[src/rtl/vga_timing_ctrl.sv]
// VGA timing master: horizontal/vertical counters, pixel request decode,
// registered sync/valid/frame-start outputs and the blanked rgb mux.
module vga_timing_ctrl #(
  parameter int H_SYNC   = 96,
  parameter int H_BACK   = 48,
  parameter int H_VALID  = 640,
  parameter int H_FRONT  = 16,
  parameter int V_SYNC   = 2,
  parameter int V_BACK   = 33,
  parameter int V_VALID  = 480,
  parameter int V_FRONT  = 10,
  parameter int SYNC_POL = 0
) (
  input  logic        sys_clk,
  input  logic        sys_rst,
  input  logic        en,
  input  logic [15:0] pix_data,
  output logic [9:0]  pix_x,
  output logic [9:0]  pix_y,
  output logic        hsync,
  output logic        vsync,
  output logic        rgb_valid,
  output logic [15:0] rgb,
  output logic        frame_start
);

  localparam int H_TOTAL = H_SYNC + H_BACK + H_VALID + H_FRONT;
  localparam int V_TOTAL = V_SYNC + V_BACK + V_VALID + V_FRONT;

  localparam logic [9:0] H_LAST   = 10'(H_TOTAL - 1);
  localparam logic [9:0] V_LAST   = 10'(V_TOTAL - 1);
  localparam logic [9:0] HA_START = 10'(H_SYNC + H_BACK);
  localparam logic [9:0] HA_END   = 10'(H_SYNC + H_BACK + H_VALID - 1);
  localparam logic [9:0] VA_START = 10'(V_SYNC + V_BACK);
  localparam logic [9:0] VA_END   = 10'(V_SYNC + V_BACK + V_VALID - 1);
  localparam logic [9:0] H_SYNC_W = 10'(H_SYNC);
  localparam logic [9:0] V_SYNC_W = 10'(V_SYNC);
  localparam logic       SYNC_ON  = 1'(SYNC_POL);
  localparam logic       SYNC_OFF = ~SYNC_ON;
  localparam logic [9:0] PIX_IDLE = 10'h3FF;

  logic [9:0] h_cnt_q, h_cnt_d;
  logic [9:0] v_cnt_q, v_cnt_d;
  logic       hsync_q, hsync_d;
  logic       vsync_q, vsync_d;
  logic       rgb_valid_q, rgb_valid_d;
  logic       frame_start_q, frame_start_d;
  logic       h_act_s, v_act_s, active_s;

  // Counter advance; a dropped enable parks both counters at the frame origin.
  always_comb begin
    h_cnt_d = 10'd0;
    v_cnt_d = 10'd0;
    if (en) begin
      if (h_cnt_q == H_LAST) begin
        h_cnt_d = 10'd0;
        if (v_cnt_q == V_LAST) begin
          v_cnt_d = 10'd0;
        end else begin
          v_cnt_d = v_cnt_q + 10'd1;
        end
      end else begin
        h_cnt_d = h_cnt_q + 10'd1;
        v_cnt_d = v_cnt_q;
      end
    end else begin
      h_cnt_d = 10'd0;
      v_cnt_d = 10'd0;
    end
  end

  // Active-region decode and pixel request coordinates.
  always_comb begin
    h_act_s  = (h_cnt_q >= HA_START) && (h_cnt_q <= HA_END);
    v_act_s  = (v_cnt_q >= VA_START) && (v_cnt_q <= VA_END);
    active_s = en && h_act_s && v_act_s;
    if (active_s) begin
      pix_x = h_cnt_q - HA_START;
      pix_y = v_cnt_q - VA_START;
    end else begin
      pix_x = PIX_IDLE;
      pix_y = PIX_IDLE;
    end
  end

  // Next values of the registered outputs, one cycle behind the counters so
  // they line up with the generator's registered pix_data.
  always_comb begin
    hsync_d       = SYNC_OFF;
    vsync_d       = SYNC_OFF;
    rgb_valid_d   = active_s;
    frame_start_d = 1'b0;
    if (en) begin
      hsync_d       = (h_cnt_q < H_SYNC_W) ? SYNC_ON : SYNC_OFF;
      vsync_d       = (v_cnt_q < V_SYNC_W) ? SYNC_ON : SYNC_OFF;
      frame_start_d = (h_cnt_q == 10'd0) && (v_cnt_q == 10'd0);
    end else begin
      hsync_d       = SYNC_OFF;
      vsync_d       = SYNC_OFF;
      frame_start_d = 1'b0;
    end
  end

  // State and output registers.
  always_ff @(posedge sys_clk or posedge sys_rst) begin
    if (sys_rst) begin
      h_cnt_q       <= 10'd0;
      v_cnt_q       <= 10'd0;
      hsync_q       <= SYNC_OFF;
      vsync_q       <= SYNC_OFF;
      rgb_valid_q   <= 1'b0;
      frame_start_q <= 1'b0;
    end else begin
      h_cnt_q       <= h_cnt_d;
      v_cnt_q       <= v_cnt_d;
      hsync_q       <= hsync_d;
      vsync_q       <= vsync_d;
      rgb_valid_q   <= rgb_valid_d;
      frame_start_q <= frame_start_d;
    end
  end

  assign hsync       = hsync_q;
  assign vsync       = vsync_q;
  assign rgb_valid   = rgb_valid_q;
  assign frame_start = frame_start_q;
  assign rgb         = rgb_valid_q ? pix_data : 16'h0000;

endmodule

[config.mk]
export PLATFORM = sky130hd
export DESIGN_NAME = vga_timing_ctrl
export DESIGN_NICKNAME = d
export VERILOG_FILES = /design/src/rtl/vga_timing_ctrl.sv
export SDC_FILE = /design/constraint.sdc
export NUM_CORES = 1
export LEC_CHECK = 0
export BUFFER_PORTS_ARGS = -buffer_cell sky130_fd_sc_hd__buf_2
export CORE_ASPECT_RATIO = 1.2
export CORE_UTILIZATION = 47
export CTS_CLUSTER_DIAMETER = 120
export CTS_CLUSTER_SIZE = 8
export DETAILED_ROUTE_END_ITERATION = 8
export PLACE_DENSITY = 0.77
export SLEW_MARGIN = 25
export SYNTH_ARGS = -nofsm -noshare
export SYNTH_HDL_FRONTEND = slang
export SYNTH_SLANG_ARGS = --single-unit
export TNS_END_PERCENT = 5
[constraint.sdc]
create_clock -name sys_clk -period 1.9 [get_ports sys_clk]
set_input_delay 0.38 -clock sys_clk [delete_from_list [all_inputs] [get_ports sys_clk]]
set_output_delay 0.38 -clock sys_clk [all_outputs]
set_load 0.01 [all_outputs]
==> results of run 1 <==
[stage by stage]
| stage | std cells | instance area (sq um) | worst slack, ps | util (%) | hold WS [ps] |
|---|---|---|---|---|---|
| global route | 385 | 2760 | -726 | 70.1 | 180 |
| finish | 385 | 2760 | -630 | 70.1 | 136 |
| floorplan | 224 | 1930 | -146 | - | 393 |
| CTS | 383 | 2710 | -631 | 68.7 | 144 |
| global placement | 376 | 2600 | -223 | 66.0 | 442 |
| detailed placement | 376 | 2600 | -351 | 66.0 | 444 |
[power by group]
part,switching [uW],internal (uW),total (uW)
combinational,61.5,68.5,130
sequential,5.35,521,527
clock,170,150,320
total,237,740,977
[layout make-up]
class	instances	area [sq um]	share of cell area (%)
clock buffers	4	45.0	1.63
inverters	10	37.5	1.36
multi-input cells	171	1230	44.5
flip-flops and latches	24	603	21.8
well taps	54	67.6	2.44
repair buffers	122	782	28.3
[layout by cell type, fill, tap and decap left out, drive strengths merged, types with 2 or more instances in the layout]
master,count
a21oi,11
a31oi,2
and2,19
and3,2
buf,122
clkbuf,4
dfrtp,22
dfstp,2
ha,9
inv,10
nand2,14
nand2b,4
nand3,23
nand3b,3
nand4,6
nand4b,2
nor2,13
nor3,6
nor3b,2
nor4,3
o21ai,4
o31ai,5
or2,2
or3,7
or4,4
xnor2,14
xor2,5
[sequential cells by signal, indices dropped and copies added, names as in the netlist]
register / flops
frame_start: 1
hsync: 1
v_cnt_q: 10
rgb_valid: 1
h_cnt_q: 10
vsync: 1
[cell families (layout without fill, tap and decap cells)]
logic type | count (synthesis) | after routing | synth area share (%)
and+or+nand+nor | 112 | 112 | 33.1
AOI/OAI and AO/OA | 31 | 31 | 12.4
buffers and inverters | 29 | 136 | 8.59
DFF | 24 | 24 | 31.4
xor gates and xnor gates | 19 | 19 | 8.66
adders and majority gates | 9 | 9 | 5.86
[worst min path at each step]
stage                              to  slack, ps
final                      h_cnt_q[1]        140
after global routing       h_cnt_q[1]        180
after CTS                  h_cnt_q[0]        140
after detailed placement   h_cnt_q[0]        440
after global placement     h_cnt_q[1]        440
after floorplan           frame_start        390
[worst max-delay path: stages (launching register included)]
cell and delay (ps):
dfrtp_1 400, inv_2 80, ha_4 130, nor3b_4 190, nand4b_1 180, a2111oi_4 430, buf_4 240, nand3_1 90
buf_2 150
[per-layer routing]
layer	share of wire (%)	track usage (%)	routed length, microns	vias up
met3	5.2	2.14	273	13
met5	0	0	0	-
met4	2.7	14.7	142	0
li1	-	-	-	990
met1	39	26.5	2040	945
met2	53	47.0	2790	102
[timing repair]
item / 4_1_cts / 5_1_grt
cloned: 1 / 0
pin swaps: 4 / 5
gates resized for setup: 11 / 11
setup buffers: 2 / 2
hold endpoints to repair: 0 / 0
setup endpoints to repair: 22 / 33
[synth_stat cells (2+ instances only)]
master / number
nand3_1: 23
dfrtp_1: 22
and2_1: 19
nand2_1: 14
xnor2_1: 14
nor2_1: 13
a21oi_1: 11
inv_1: 10
buf_2: 9
ha_1: 9
or3_1: 7
buf_6: 6
nor3_1: 6
nand4_1: 5
o31ai_1: 5
xor2_1: 5
clkbuf_1: 4
nand2b_1: 4
o21ai_0: 4
or4_1: 4
nand3b_1: 3
and3_1: 2
dfstp_2: 2
nand4b_1: 2
nor3b_1: 2
nor4_1: 2
==> summary.md, run 1 <==
| Metric | Value |
|---|---|
| Worst Setup EP | pix_y[0] |
| CP endpoint kind | output port |
| Via/cell ratio | roughly 5.3 |
| Avg Inst Size Synth | roughly 8.6 sq um |
| Final Max Tran Viols | 0 |
| Worst setup path startpoint | h_cnt_q[0] |
| Routability cong. | slightly below 0.9 |
| Root Driver | clkbuf_8 |
| Grt total ovfl | 0 |
| Top cells by area, synth | dfrtp_1, xnor2_1, and2_1, nand3_1, ha_1 |
| Library cells used by synthesis | 43 |
| Drc violations | 0 |
| Post-Syn Area | about 0.0019 sq mm |
| Worst Hold Class | in -> async |
| Die Width | just over 60 microns |
| Growth of design area from synthesis to finish | 43.8% |
| Setup TNS | -11,850 ps |
| Row count | 25 |
| Antenna-violating nets left | 0 |
| Initial DRC count | ~40 |
| Clock Latency Late Sink | roughly 270 ps |
| Final WL | between 5000 and 6000 microns |
| Starting Density | between 40% and 50% |
| Total power draw | between 900 and 1000 uW |
| CP required | about 1500 ps |
| First-pass GRT wire length | just over 8000 microns |
| CTS H-tree depth | 1 |
| Leakage | around 0.0013 uW |
| I/O pin total | 59 |
| Reg2reg end | v_cnt_q[8] |
| Final Skew | 6.84 ps |
| First drt pass iteration count | 4 |
| Routed WL per cell | about 14 microns |
| DR vias | 2,050 |
| Initial antenna violation count | 0 |
| Synthesis-stage register bit count | 24 |
| Share of cells above drive strength 1 | ~45% |
| CTS tree | built |
| Maximum VDD drop | around 0.37 mV |
| Fmax | slightly below 400 MHz |
| Max-Cap Viols | 0 |
| CTS sink count | 24 |
| YS warnings | 0 |
| Hold Buf Count CTS | 0 |
| Final-stage net count | 360 |
| Status | finished, violations left |
| R2R depth | 7 |
| Total CTS buffers | 3 |
| Reg clk slew, reported paths | approximately 90 ps |
| Final hold violations | 0 |
| Setup CP Type | reg -> out |
| Crit path max fanout | 7 |
| Worst setup margin | -630 ps |
| Post-Syn Nets | between 200 and 300 |
| Largest net degree at the start of global routing | 25 |
| Total die area | between 0.004 and 0.005 sq mm |
| Core ar. | 0.00394 sq mm |
| Final worst path period need | roughly 2500 ps |
| Port bufs | between 50 and 60 |
| Async set or reset register ratio after synthesis | 100% |
| Violated checks | setup timing |
| Longest Clk Path Bufs | 2 |
| Main synth FF type | dfrtp_1 |
| Hpwl dp | 3990 microns |
| GR Util All Layers | 25.2% |
| Area leader, netlist | dfrtp_1 |
| Die height | roughly 72 microns |
| Vias in the first global route | 1,925 |
| Worst slew pin tran | 505 ps |
| Startpoint types | flip-flop |
| Critical Path AT | 2150 ps |
| Filler cells | 321 |
| Diode count | 0 |
| Area share of the largest cell type after synthesis | about 29% |
| Final worst-path cycle share | 133% |
| Worst R2R Setup Slack | roughly 30 ps |
| Final setup violation count | 20 |
| Number of enable flip-flop cells after synthesis | 0 |
| Pwr dens | 354 mW/mm^2 |
| Mapped Cells | approximately 220 |
| R2r startpoint | h_cnt_q[4] |
| Sequential-to-total area share from yosys stat | between 30% and 40% |
| RSZ-0062 raised after global routing | yes |
| Slew margin rel. | roughly 66% |
Power figures use the tool's default switching activity.
==> inputs of run 2 (changes only) <==
==> constraint.sdc (replaced) <==
create_clock -name sys_clk -period 1.9 [get_ports sys_clk]
set_input_delay 0.095 -clock sys_clk [delete_from_list [all_inputs] [get_ports sys_clk]]
set_output_delay 0.095 -clock sys_clk [all_outputs]
set_load 0.01 [all_outputs]
==> summary.md, run 2 (synthesis gave the netlist of run 1 again) <==
| Metric | Value |
|---|---|
| Status | finished, violations left |
| Violated checks | setup timing |
| R2R depth | 8 |
| WHS | between 150 and 200 ps |
| Root Driver | clkbuf_8 |
| Final Max Tran Viols | 0 |
| Final Skew | ~2.5 ps |
| Leakage | about 0.0012 uW |
| Worst slew pin tran | 440 ps |
| Via/cell ratio | roughly 5.3 |
| Startpoint types | flip-flop |
| Most frequent cells in the layout | buf_2, buf_4, dfrtp_1 |
| GR Util All Layers | ~23% |
| Slew margin rel. | 70.3% |
| Row count | 25 |
| CP required | ~1800 ps |
| CP endpoint kind | output port |
| Regs by FF count | h_cnt_q (10), v_cnt_q (10) |
| Critical Path AT | roughly 2200 ps |
| Fmax | 439 MHz |
| Vias in the first global route | 1,706 |
| Hpwl dp | roughly 3400 microns |
| Total CTS buffers | 3 |
| Core ar. | around 0.0039 sq mm |
| Reg clk slew, reported paths | ~80 ps |
| Routability cong. | roughly 0.9 |
| Hold Crit Depth | 3 |
| Drc violations | 0 |
| I/O pin total | 59 |
| Maximum VDD drop | ~0.32 mV |
| Routed WL per cell | 13.6 microns |
| Die height | a little over 70 microns |
| DR vias | approximately 1,900 |
| First drt pass iteration count | 4 |
| Starting Density | 48.8% |
| CTS tree | built |
| Hold_sp | en |
| Clock Latency Late Sink | between 200 and 300 ps |
| Final-stage net count | 340 |
| Growth of design area from synthesis to finish | 36.8% |
| Reg2reg end | rgb_valid |
| CTS H-tree depth | 1 |
| Final setup violation count | 23 |
| Pwr dens | 363 mW/mm^2 |
| Total die area | 0.00435 sq mm |
| Share of cells above drive strength 1 | between 30 and 40% |
| Worst R2R Setup Slack | -20 ps |
| Max-Cap Viols | 0 |
| Hold worst-path end | frame_start |
| Commonest non-fill, non-tap cell in the layout | buf_2 |
| Die Width | slightly above 60 microns |
| Antenna-violating nets left | 0 |
| CTS sink count | 24 |
| Final hold violations | 0 |
| Final WL | around 5000 microns |
| Final worst-path cycle share | 120% |
| Final worst path period need | approximately 2300 ps |
| Initial antenna violation count | 0 |
| Worst slack, placed | -90.0 ps |
| Largest net degree at the start of global routing | 25 |
| Initial DRC count | 65 |
| First-pass GRT wire length | about 7600 microns |
| Filler cells | between 300 and 400 |
| Diode count | 0 |
| Worst Hold Class | in -> reg |
| R2r startpoint | h_cnt_q[4] |
| Worst setup margin | -380 ps |
| Grt total ovfl | 0 |
| Port bufs | a little under 60 |
| Setup CP Type | reg -> out |
| RSZ-0062 raised after global routing | yes |
| Setup TNS | -7130 ps |
| Crit path max fanout | 6 |
| Longest Clk Path Bufs | 2 |
## run 2: through the flow
stage	cells	total power (uW)	util (%)	instance area, sq um
floorplan	224	581	-	1920
global placement	354	634	62.0	2440
detailed placement	354	635	62.0	2440
CTS	360	947	64.2	2530
global route	364	995	66.7	2630
finish	364	955	66.7	2630
## run 2: repair_timing
item                                    4_1_cts  5_1_grt
hold buffers                                  1        0
buffers inserted                              2        3
pin swaps                                     3        6
resized for setup                             7       17
cloned                                        0        1
hold endpoints to repair                     22        0
endpoints found under the setup margin       22       25
## run 2: how the worst max path moves through the flow
stage / startpoint / endpoint / slack (ps) / cells past startpoint
3_5_place_dp: h_cnt_q[0] / pix_y[9] / -90 / 8
4_1_cts: h_cnt_q[0] / pix_x[2] / -260 / 8
5_1_grt: h_cnt_q[4] / pix_y[2] / -470 / 9
2_1_floorplan: h_cnt_q[0] / pix_x[6] / 110 / 7
6_report: h_cnt_q[1] / pix_y[2] / -380 / 9
3_3_place_gp: h_cnt_q[0] / pix_y[0] / -40 / 8
## run 2: worst max-delay path, cell delays in order, from the launching register on
cell       delay [ps]
dfrtp_1           400
inv_2              90
ha_4              120
nor3b_4           190
nand4b_1          180
a2111oi_4         370
buf_4             210
buf_6             140
nand3_1            80
buf_2             140
## run 2: routing by layer
| layer | part of all wire, % | up-vias | GRT usage, % |
|---|---|---|---|
| met5 | 0 | - | 0 |
| met4 | 2.4 | 0 | 9.30 |
| met3 | 5.1 | 13 | 2.67 |
| met2 | 50 | 84 | 38.5 |
| met1 | 43 | 883 | 28.8 |
| li1 | - | 956 | - |
## run 2: where the power goes
group	leakage [uW]	switching [uW]	internal [uW]
Combinational	0.000866	59.0	66.2
Clock	0.0000216	162	142
Sequential	0.000325	5.09	521
## run 2: area by class of cell
class | count | area [sq um] | area share [%]
well taps | 54 | 67.6 | 2.57
flip-flops and latches | 24 | 603 | 22.9
multi-input cells | 171 | 1210 | 45.9
inverters | 10 | 37.5 | 1.43
clock buffers | 3 | 41.3 | 1.57
repair buffers | 102 | 673 | 25.6
==> inputs of run 3 (changes only) <==
--- a/config.mk
+++ b/config.mk
@@ -11,7 +11,7 @@
 export CTS_CLUSTER_DIAMETER = 120
 export CTS_CLUSTER_SIZE = 8
 export DETAILED_ROUTE_END_ITERATION = 8
-export PLACE_DENSITY = 0.77
+export PLACE_DENSITY = 0.74
 export SLEW_MARGIN = 25
 export SYNTH_ARGS = -nofsm -noshare
 export SYNTH_HDL_FRONTEND = slang
==> summary.md, run 3 (synthesis gave the netlist of run 1 again) <==
| Metric | Value |
|---|---|
| Routability cong. | roughly 0.83 |
| Total CTS buffers | 3 |
| Initial antenna violation count | 0 |
| Final worst path period need | roughly 2200 ps |
| Diode count | 0 |
| Worst Hold Class | in -> reg |
| Status | finished, violations left |
| Buf+Inv Stages, Crit Path | 3 |
| Non-Filler Instances | between 300 and 400 |
| CP most frequent cell | buf_4 |
| Cell area after layout | 0.00257 sq mm |
| Grt total ovfl | 0 |
| Growth of design area from synthesis to finish | 33.7% |
| Core ar. | 0.00394 sq mm |
| Post-CTS Setup Repair Bufs | 0 |
| First drt pass iteration count | 4 |
| Drc violations | 0 |
| Worst R2R Setup Slack | ~40 ps |
| Worst slew pin tran | 424 ps |
| CTS H-tree depth | 1 |
| Fmax | 456 MHz |
| Port bufs | between 50 and 60 |
| R2R depth | 6 |
| Final hold violations | 0 |
| Final Max Tran Viols | 0 |
| Violated checks | setup timing |
| CP endpoint kind | output port |
| Crit path max fanout | 9 |
| Total die area | 0.00435 sq mm |
| CTS sink count | 24 |
| Critical Path AT | 2100 ps |
| Row count | 25 |
| CTS tree | built |
| GR Util All Layers | about a quarter |
| Root Driver | clkbuf_8 |
| Antenna-violating nets left | 0 |
| Largest net degree at the start of global routing | 25 |
| Hold Crit Depth | 3 |
| Via/cell ratio | about 5.2 |
| Final-stage net count | 337 |
| Die height | a little over 70 microns |
| Worst path top cell family by delay | compound AO/OA/AOI/OAI gates |
| I/O pin total | a little under 60 |
| Startpoint types | flip-flop |
| Share of cells above drive strength 1 | about two fifths |
| Hpwl dp | between 3000 and 4000 microns |
| Worst setup margin | -292 ps |
| Final worst-path cycle share | 115% |
| Critical path depth | 8 |
| Leakage | 0.00119 uW |
| Most frequent cells in the layout | buf_2, buf_4, nand3_1 |
| CP required | about 1800 ps |
| Clock Latency Late Sink | 270 ps |
| Longest Clk Path Bufs | 2 |
| Cell total after placement | ~360 |
| RSZ-0062 raised after global routing | yes |
| Vias in the first global route | between 1,500 and 2,000 |
| Final setup violation count | 20 |
| Die Width | between 60 and 70 microns |
| Max-Cap Viols | 0 |
| Initial DRC count | slightly above 60 |
| Placed Area | approximately 0.0025 sq mm |
| Slowest cell on the critical path | a2111oi_4 |
| CP max stage delay | about 400 ps |
| First-pass GRT wire length | 8020 microns |
| Crit-path cells | buf_4, ha_4, a41o_1, a21oi_2, a2111oi_4, buf_4, nand3_1, buf_2 |
| Final Skew | around 6.5 ps |
| Reg clk slew, reported paths | approximately 90 ps |
| DR vias | approximately 1,900 |
| Maximum VDD drop | between 0.3 and 0.4 mV |
| Slew margin rel. | approximately 71% |
| Routed WL per cell | ~13 microns |
| Starting Density | approximately 49% |
| Regs by FF count | h_cnt_q (10), v_cnt_q (10) |
| Total power draw | a little under 1000 uW |
| Commonest non-fill, non-tap cell in the layout | buf_2 |
| Setup CP Type | reg -> out |
| Pwr dens | around 380 mW/mm^2 |
| Final WL | around 4900 microns |
[run 3: cell types whose count changed in the layout (fill, tap and decap cells not counted), moves of 2 or more]
cell     delta
buf_6       -8
nand3_2     -3
nand3_1     +3
buf_4       +3
a21oi_2     +2
buf_2       +3
a21oi_1     -2
[run 3: through the flow]
stage	util (%)	TNS, ps	hold WS, ps	setup WS [ps]
2_1_floorplan	-	0	108	111
5_1_grt	65.2	-8040	175	-418
3_3_place_gp	62.2	0	157	23.5
6_report	65.2	-5490	163	-292
4_1_cts	64.7	-5140	156	-272
3_5_place_dp	62.2	-428	160	-69.6
[run 3: final timing paths]
| path | start | end |
|---|---|---|
| min in group asynchronous | sys_rst | h_cnt_q[4] |
| max in group asynchronous | sys_rst | hsync |
| hold reg to reg | v_cnt_q[3] | frame_start |
| setup / recovery | h_cnt_q[0] | pix_y[3] |
| hold / removal | en | frame_start |
| setup reg to reg | h_cnt_q[0] | v_cnt_q[6] |
[run 3: tightest hold or removal path, stage by stage]
cell     delay, ps
buf_2          130
nand3_1        110
nor3_1          70
[run 3: cell type report]
| type | count | area (sq um) |
|---|---|---|
| Tap cell | 54 | 67.6 |
| Fill cell | 355 | 1370 |
| Timing Repair Buffer | 99 | 601 |
| Clock buffer | 4 | 55.1 |
| Multi-Input combinational cell | 171 | 1210 |
| Inverter | 10 | 37.5 |
| Sequential cell | 24 | 603 |
[run 3: metal layers]
layer,global-route usage [%],wire length (microns),vias to the layer above
met2,44.2,2550,80
met5,0,0,-
met3,1.78,258,9
met1,29.2,1960,865
li1,-,-,946
met4,10.3,97,0
[run 3: repair_timing]
| action | CTS | global route |
|---|---|---|
| gates resized for setup | 10 | 5 |
| pin swaps | 0 | 2 |
| hold endpoints to repair | 22 | 0 |
| hold buffers | 1 | 0 |
| setup endpoints to repair | 24 | 25 |
[run 3: power by group]
| part | switching, uW | total (uW) | leakage (uW) | internal (uW) |
|---|---|---|---|---|
| sequential | 4.61 | 526 | 0.000325 | 521 |
| clock | 169 | 354 | 0.0000288 | 185 |
| combinational | 54.5 | 107 | 0.000835 | 52.0 |
| total | 228 | 987 | 0.00119 | 759 |
